===== src/rtl/mips_pkg.sv =====
// Shared MIPS pipeline definitions: data/register widths, ALU control
// encodings and the EX control bundle carried through ID/EX.
package mips_pkg;

    localparam int unsigned DATA_W = 32;
    localparam int unsigned REG_W  = 5;
    localparam int unsigned ALUC_W = 4;

    // ALU control encodings (classic MIPS ALU-control values)
    localparam logic [ALUC_W-1:0] ALU_AND = 4'd0;
    localparam logic [ALUC_W-1:0] ALU_OR  = 4'd1;
    localparam logic [ALUC_W-1:0] ALU_ADD = 4'd2;
    localparam logic [ALUC_W-1:0] ALU_SUB = 4'd6;
    localparam logic [ALUC_W-1:0] ALU_SLT = 4'd7;
    localparam logic [ALUC_W-1:0] ALU_NOR = 4'd12;

    // Memory / writeback control bundle passed downstream
    typedef struct packed {
        logic reg_write;
        logic mem_read;
        logic mem_write;
        logic mem_to_reg;
    } ex_ctrl_t;

    localparam ex_ctrl_t EX_CTRL_NONE = '0;

endpackage


===== src/rtl/forward_unit.sv =====
// Operand forwarding mux for one source register.
// Ports:
//   src_reg_i                 operand register number
//   latched_i                 value latched from the register file
//   exmem_* / memwb_*         producer write-enable, destination, result
//   fwd_value_o               selected operand (combinational)
// EX/MEM has priority over MEM/WB; register 0 is never forwarded.
module forward_unit
    import mips_pkg::*;
#(
    parameter bit FWD_EN = 1'b1
) (
    input  logic [REG_W-1:0]  src_reg_i,
    input  logic [DATA_W-1:0] latched_i,
    input  logic              exmem_reg_write_i,
    input  logic [REG_W-1:0]  exmem_dest_i,
    input  logic [DATA_W-1:0] exmem_result_i,
    input  logic              memwb_reg_write_i,
    input  logic [REG_W-1:0]  memwb_dest_i,
    input  logic [DATA_W-1:0] memwb_result_i,
    output logic [DATA_W-1:0] fwd_value_o
);

    logic exmem_hit;
    logic memwb_hit;

    // Producer match and priority select
    always_comb begin
        exmem_hit   = exmem_reg_write_i && (exmem_dest_i != '0) && (exmem_dest_i == src_reg_i);
        memwb_hit   = memwb_reg_write_i && (memwb_dest_i != '0) && (memwb_dest_i == src_reg_i);
        fwd_value_o = latched_i;
        if (FWD_EN) begin
            if (exmem_hit) begin
                fwd_value_o = exmem_result_i;
            end else if (memwb_hit) begin
                fwd_value_o = memwb_result_i;
            end
        end
    end

endmodule


===== src/rtl/id_ex_stage.sv =====
// ID/EX pipeline register with operand forwarding and load-use detection.
// Latches decoded operands/control at the end of ID and drives the ALU
// operands, ALU control and downstream memory/writeback control in EX.
// Ports:
//   clk, rst                       clock, synchronous active-high reset
//   stall, flush                   external hold / squash incoming instr
//   id_*                           decoded instruction from ID
//   exmem_*, memwb_*               forwarding sources
//   hazard_stall                   load-use hazard, IF/ID must hold
//   ex_valid, alu_in1/2, alu_control, ex_store_data, ex_dest, ex_* ctrl
module id_ex_stage
    import mips_pkg::*;
#(
    parameter bit FWD_EN = 1'b1
) (
    input  logic              clk,
    input  logic              rst,
    input  logic              stall,
    input  logic              flush,
    input  logic              id_valid,
    input  logic [DATA_W-1:0] id_rd1,
    input  logic [DATA_W-1:0] id_rd2,
    input  logic [DATA_W-1:0] id_imm,
    input  logic [REG_W-1:0]  id_rs,
    input  logic [REG_W-1:0]  id_rt,
    input  logic [REG_W-1:0]  id_dest,
    input  logic [ALUC_W-1:0] id_alu_control,
    input  logic              id_alu_src,
    input  logic              id_reg_write,
    input  logic              id_mem_read,
    input  logic              id_mem_write,
    input  logic              id_mem_to_reg,
    input  logic              exmem_reg_write,
    input  logic [REG_W-1:0]  exmem_dest,
    input  logic [DATA_W-1:0] exmem_result,
    input  logic              memwb_reg_write,
    input  logic [REG_W-1:0]  memwb_dest,
    input  logic [DATA_W-1:0] memwb_result,
    output logic              hazard_stall,
    output logic              ex_valid,
    output logic [DATA_W-1:0] alu_in1,
    output logic [DATA_W-1:0] alu_in2,
    output logic [ALUC_W-1:0] alu_control,
    output logic [DATA_W-1:0] ex_store_data,
    output logic [REG_W-1:0]  ex_dest,
    output logic              ex_reg_write,
    output logic              ex_mem_read,
    output logic              ex_mem_write,
    output logic              ex_mem_to_reg
);

    logic              valid_q,    valid_d;
    logic [DATA_W-1:0] rd1_q,      rd1_d;
    logic [DATA_W-1:0] rd2_q,      rd2_d;
    logic [DATA_W-1:0] imm_q,      imm_d;
    logic [REG_W-1:0]  rs_q,       rs_d;
    logic [REG_W-1:0]  rt_q,       rt_d;
    logic [REG_W-1:0]  dest_q,     dest_d;
    logic [ALUC_W-1:0] alu_ctrl_q, alu_ctrl_d;
    logic              alu_src_q,  alu_src_d;
    ex_ctrl_t          ctrl_q,     ctrl_d;

    logic [DATA_W-1:0] fwd1;
    logic [DATA_W-1:0] fwd2;

    forward_unit #(.FWD_EN(FWD_EN)) u_fwd_rs (
        .src_reg_i         (rs_q),
        .latched_i         (rd1_q),
        .exmem_reg_write_i (exmem_reg_write),
        .exmem_dest_i      (exmem_dest),
        .exmem_result_i    (exmem_result),
        .memwb_reg_write_i (memwb_reg_write),
        .memwb_dest_i      (memwb_dest),
        .memwb_result_i    (memwb_result),
        .fwd_value_o       (fwd1)
    );

    forward_unit #(.FWD_EN(FWD_EN)) u_fwd_rt (
        .src_reg_i         (rt_q),
        .latched_i         (rd2_q),
        .exmem_reg_write_i (exmem_reg_write),
        .exmem_dest_i      (exmem_dest),
        .exmem_result_i    (exmem_result),
        .memwb_reg_write_i (memwb_reg_write),
        .memwb_dest_i      (memwb_dest),
        .memwb_result_i    (memwb_result),
        .fwd_value_o       (fwd2)
    );

    // Load in EX whose destination is read by the instruction in ID
    assign hazard_stall = valid_q && ctrl_q.mem_read && (dest_q != '0) && id_valid
                          && ((dest_q == id_rs) || (dest_q == id_rt));

    // Next-state: flush > stall (hold + refresh operands) > hazard bubble > load
    always_comb begin
        valid_d    = valid_q;
        rd1_d      = rd1_q;
        rd2_d      = rd2_q;
        imm_d      = imm_q;
        rs_d       = rs_q;
        rt_d       = rt_q;
        dest_d     = dest_q;
        alu_ctrl_d = alu_ctrl_q;
        alu_src_d  = alu_src_q;
        ctrl_d     = ctrl_q;
        if (flush || (!stall && hazard_stall)) begin
            valid_d    = 1'b0;
            rd1_d      = '0;
            rd2_d      = '0;
            imm_d      = '0;
            rs_d       = '0;
            rt_d       = '0;
            dest_d     = '0;
            alu_ctrl_d = '0;
            alu_src_d  = 1'b0;
            ctrl_d     = EX_CTRL_NONE;
        end else if (stall) begin
            // Capture producers that retire while we are held
            rd1_d = fwd1;
            rd2_d = fwd2;
        end else begin
            valid_d           = id_valid;
            rd1_d             = id_rd1;
            rd2_d             = id_rd2;
            imm_d             = id_imm;
            rs_d              = id_rs;
            rt_d              = id_rt;
            dest_d            = id_dest;
            alu_ctrl_d        = id_alu_control;
            alu_src_d         = id_alu_src;
            ctrl_d.reg_write  = id_reg_write;
            ctrl_d.mem_read   = id_mem_read;
            ctrl_d.mem_write  = id_mem_write;
            ctrl_d.mem_to_reg = id_mem_to_reg;
        end
    end

    // Instruction slot register
    always_ff @(posedge clk) begin
        if (rst) begin
            valid_q    <= 1'b0;
            rd1_q      <= '0;
            rd2_q      <= '0;
            imm_q      <= '0;
            rs_q       <= '0;
            rt_q       <= '0;
            dest_q     <= '0;
            alu_ctrl_q <= '0;
            alu_src_q  <= 1'b0;
            ctrl_q     <= EX_CTRL_NONE;
        end else begin
            valid_q    <= valid_d;
            rd1_q      <= rd1_d;
            rd2_q      <= rd2_d;
            imm_q      <= imm_d;
            rs_q       <= rs_d;
            rt_q       <= rt_d;
            dest_q     <= dest_d;
            alu_ctrl_q <= alu_ctrl_d;
            alu_src_q  <= alu_src_d;
            ctrl_q     <= ctrl_d;
        end
    end

    assign ex_valid      = valid_q;
    assign alu_in1       = fwd1;
    assign alu_in2       = alu_src_q ? imm_q : fwd2;
    assign alu_control   = alu_ctrl_q;
    assign ex_store_data = fwd2;
    assign ex_dest       = dest_q;
    assign ex_reg_write  = ctrl_q.reg_write;
    assign ex_mem_read   = ctrl_q.mem_read;
    assign ex_mem_write  = ctrl_q.mem_write;
    assign ex_mem_to_reg = ctrl_q.mem_to_reg;

endmodule


===== config.mk =====
export PLATFORM = sky130hd
export DESIGN_NAME = id_ex_stage
export DESIGN_NICKNAME = d
export VERILOG_FILES = /design/src/rtl/mips_pkg.sv /design/src/rtl/forward_unit.sv /design/src/rtl/id_ex_stage.sv
export SDC_FILE = /design/constraint.sdc
export NUM_CORES = 1
export LEC_CHECK = 0
export ABC_CLOCK_PERIOD_IN_PS = 2950
export CORE_MARGIN = 2
export CORE_UTILIZATION = 40
export CTS_CLUSTER_DIAMETER = 50
export DETAILED_ROUTE_END_ITERATION = 10
export GPL_TIMING_DRIVEN = 0
export PLACE_DENSITY_LB_ADDON = 0.08
export SETUP_SLACK_MARGIN = 0.05
export SKIP_CTS_REPAIR_TIMING = 1
export SYNTH_ARGS = -nofsm -noshare
export SYNTH_HDL_FRONTEND = slang
export SYNTH_SLANG_ARGS = --single-unit

===== constraint.sdc =====
create_clock -name clk -period 2.95 [get_ports clk]
set_input_delay 0.59 -clock clk [delete_from_list [all_inputs] [get_ports clk]]
set_output_delay 0.59 -clock clk [all_outputs]
set_load 0.1 [all_outputs]

==> impl_metrics.tcl <==
set metrics [dict create \
    status "complete, but fails checks" \
    failed_checks "negative setup slack" \
    final_cell_mix "clkdlybuf4s50_1 (201), dfxtp_1 (119), buf_12 (72), nor2_1 (60), mux2i_1 (57)" \
    wire_per_inst_um 22.9 \
    grt_pass1_wl_mm 47.5 \
    hold_violations 0 \
    synthesis.instances 907 \
    share_comb_of_total_power_pct 34.2 \
    ys_seq_area_share_pct 31.3 \
    first_pass_iters 5 \
    tightestPinTransition_ns 0.983 \
    slew_viol_final 0 \
    grt_use_met3_pct 7.98 \
    synth-edff-count 0 \
    max-cap-violations 0 \
    setup_slack_ns -0.258 \
    power_frac_clock_pct 37.9 \
    top_regs "imm_q (32), rd1_q (32), rd2_q (32)" \
    worstPathCellList "buf_8 -> or4_4 -> o21a_4 -> buf_8 -> buf_6 -> nand4_1 -> a31oi_4 -> mux2_4 -> buf_12" \
    cpPeakStageDelay_ns 0.57 \
    critPathMaxFanout 7 \
    netlist_area_mm2 0.00773 \
    yosys-top-cells-area "dfxtp_1 (31%), mux2i_1 (7.4%), a31oi_1 (5.2%)" \
    period_share_pct 109 \
    track_usage_pct 30.2 \
    skew_ns 0.0113 \
    instances_no_fill 1542 \
    p_leak_nw 5.45 \
    grt_use_met1_pct 40.0 \
    core_region_area_mm2 0.0188 \
    cts_buffers 17 \
    synth_warnings 0 \
    hold_depth 2 \
    met2_usage_pct 48.1 \
    yosysUniqueCellTypes 41 \
    dieHeight_um 143 \
    p_int_mw 3.98 \
    worstSetupPathType "primary input to output pin" \
    p_sw_mw 2.20 \
    cts_root_buf "clkbuf_16" \
    vias 9274 \
    syn_avg_cell_area_um2 8.53 \
    async_flop_share_pct 0 \
    finalSetupViolCount 68 \
    initial_core_util_pct 41.1 \
    final_util_pct 79.8 \
    drtIter0Drc 641 \
    grt_max_degree 17 \
    detail-route-antenna-nets 0 \
    port-buffer-count 310 \
    grt.overflow.total 0 \
    rsz0062_at_grt "true" \
    cts_tree "built" \
    gr-max-usage-layer "met2" \
    h-tree-depth 4 \
    period_minus_slack_ns 3.21 \
    routed_wl_mm 35.3 \
    cpMaxStageDelayCell "or4_4" \
    route.detailed.drc 0 \
    insertion_delay_ns 0.43 \
    critPathRequiredTime_ns 2.36 \
    ioPinCount 312 \
    antenna_found_initial 2 \
    syn2layout_area_growth_pct 94.3 \
    routed_via_density 6.01 \
    ys.flop_type "dfxtp_1" \
    ff2ff_path_depth 7 \
    dieWidth_um 143 \
    ir_drop_mv 0.442 \
    p_sw_share_pct 35.6 \
    hp-class "flop to flop" \
    path_clk_slew_ns 0.06 \
    final_common_cell "clkdlybuf4s50_1" \
    yosys.area.top_type_share_pct 31.3 \
    grt_pass1_vias 8561 \
    place_ws_ns -1.83 \
    timing.critical_path.mode_cell "buf_8" \
    synth_seq_cells 121 \
    seq_power_share_pct 27.9 \
    nets 1468 \
    drive_gt1_share_pct 36.9 \
    gp_congestion 0.873 \
    cp_data_arrival_time_ns 2.62 \
    dp_hpwl_mm 23.9 \
    cts_sinks 121 \
    slew_headroom_pct 34.3 \
    die_area_mm2 0.0205 \
    syn-num-nets 1108 \
    critPathCaptureType "output pin" \
    rows 50 \
    power-per-cell-area_mw_per_mm2 411 \
    clock.fmax_ghz 0.312 \
    cts_buffer_depth 2 \
    dp_cells 1477 \
    yosys.area.top_type "dfxtp_1" \
    worst_setup_path_start_kind "primary input" \
]
[per-stage QoR]
step,power [mW],cell area [um2],hold WS (ns),TNS (ns)
floorplan,2.89,8730,0.464,-12.57
global placement,3.48,12200,0.474,-229.83
detailed placement,3.49,12200,0.482,-230.75
CTS,5.79,12800,0.498,-187.63
global route,6.31,15000,0.524,-15.48
finish,6.17,15000,0.490,-12.51
[power by group through the flow]
stage          Sequential [mW]  Combinational, mW  Clock [mW]
2_1_floorplan             1.79               1.10           0
3_5_place_dp              1.75               1.74           0
6_report                  1.72               2.11        2.34
3_3_place_gp              1.75               1.73           0
4_1_cts                   1.71               1.75        2.33
5_1_grt                   1.73               2.18        2.41
[cells by family after synthesis]
group	after synthesis	share of synthesized area [%]
AO/OA/AOI/OAI	263	26.1
multiplexers	89	12.0
flip-flops	121	31.3
buffers and inverters	136	7.38
XOR/XNOR	30	3.40
AND/OR/NAND/NOR	268	19.7
[worst paths after layout]
| path | from | slack [ns] | to |
|---|---|---|---|
| hold / removal | alu_control[0]$_SDFFE_PP0N_ | 0.49 | alu_control[0]$_SDFFE_PP0N_ |
| setup / recovery | memwb_dest[0] | -0.26 | alu_in2[30] |
| setup reg to reg | ex_dest[0]$_SDFFE_PP0N_ | 0.36 | rd2_q[24]$_SDFF_PP0_ |
| hold reg to reg | alu_control[0]$_SDFFE_PP0N_ | 0.49 | alu_control[0]$_SDFFE_PP0N_ |
[per-layer routing]
| layer | vias to the layer above | wire length (um) |
|---|---|---|
| li1 | 4194 | - |
| met1 | 4497 | 14100 |
| met2 | 518 | 17200 |
| met3 | 65 | 3270 |
| met4 | 0 | 765 |
| met5 | - | 0 |
[worst max-delay path, delay by kind of cell]
kind | cells | cell delay (ns)
muxes | 1 | 0.31
buffers and inverters | 4 | 0.54
and+or+nand+nor | 2 | 0.73
AOI/OAI and AO/OA | 2 | 0.43
[layout make-up]
cell class / count / area, um2
inverters: 33 / 124
well taps: 260 / 325
flip-flops and latches: 121 / 2420
repair buffers: 344 / 4270
clock buffers: 17 / 425
fillers: 1181 / 3810
multi-input cells: 650 / 6490
diodes: 2 / 5.00
plain buffers: 100 / 744
clock inverters: 15 / 218
[cells in the mapped netlist (2+ instances only)]
library cell and number:
a21oi_1 32, a311oi_1 32, a31oi_1 64, and2_1 2, and4_1 33, buf_1 4
buf_2 18, buf_4 4, buf_6 3, clkbuf_1 74, dfxtp_1 121, inv_1 32
mux2_2 31, mux2i_1 57, nand2_1 33, nand3b_1 32, nand4_1 33, nor2_1 62
nor2b_1 32, nor3_1 34, o21ba_2 31, o311ai_0 4, o311ai_1 28, o31a_1 32
o31ai_1 33, or4_1 3, xnor2_1 15, xor2_1 15
(Power assumes the default switching activity.)
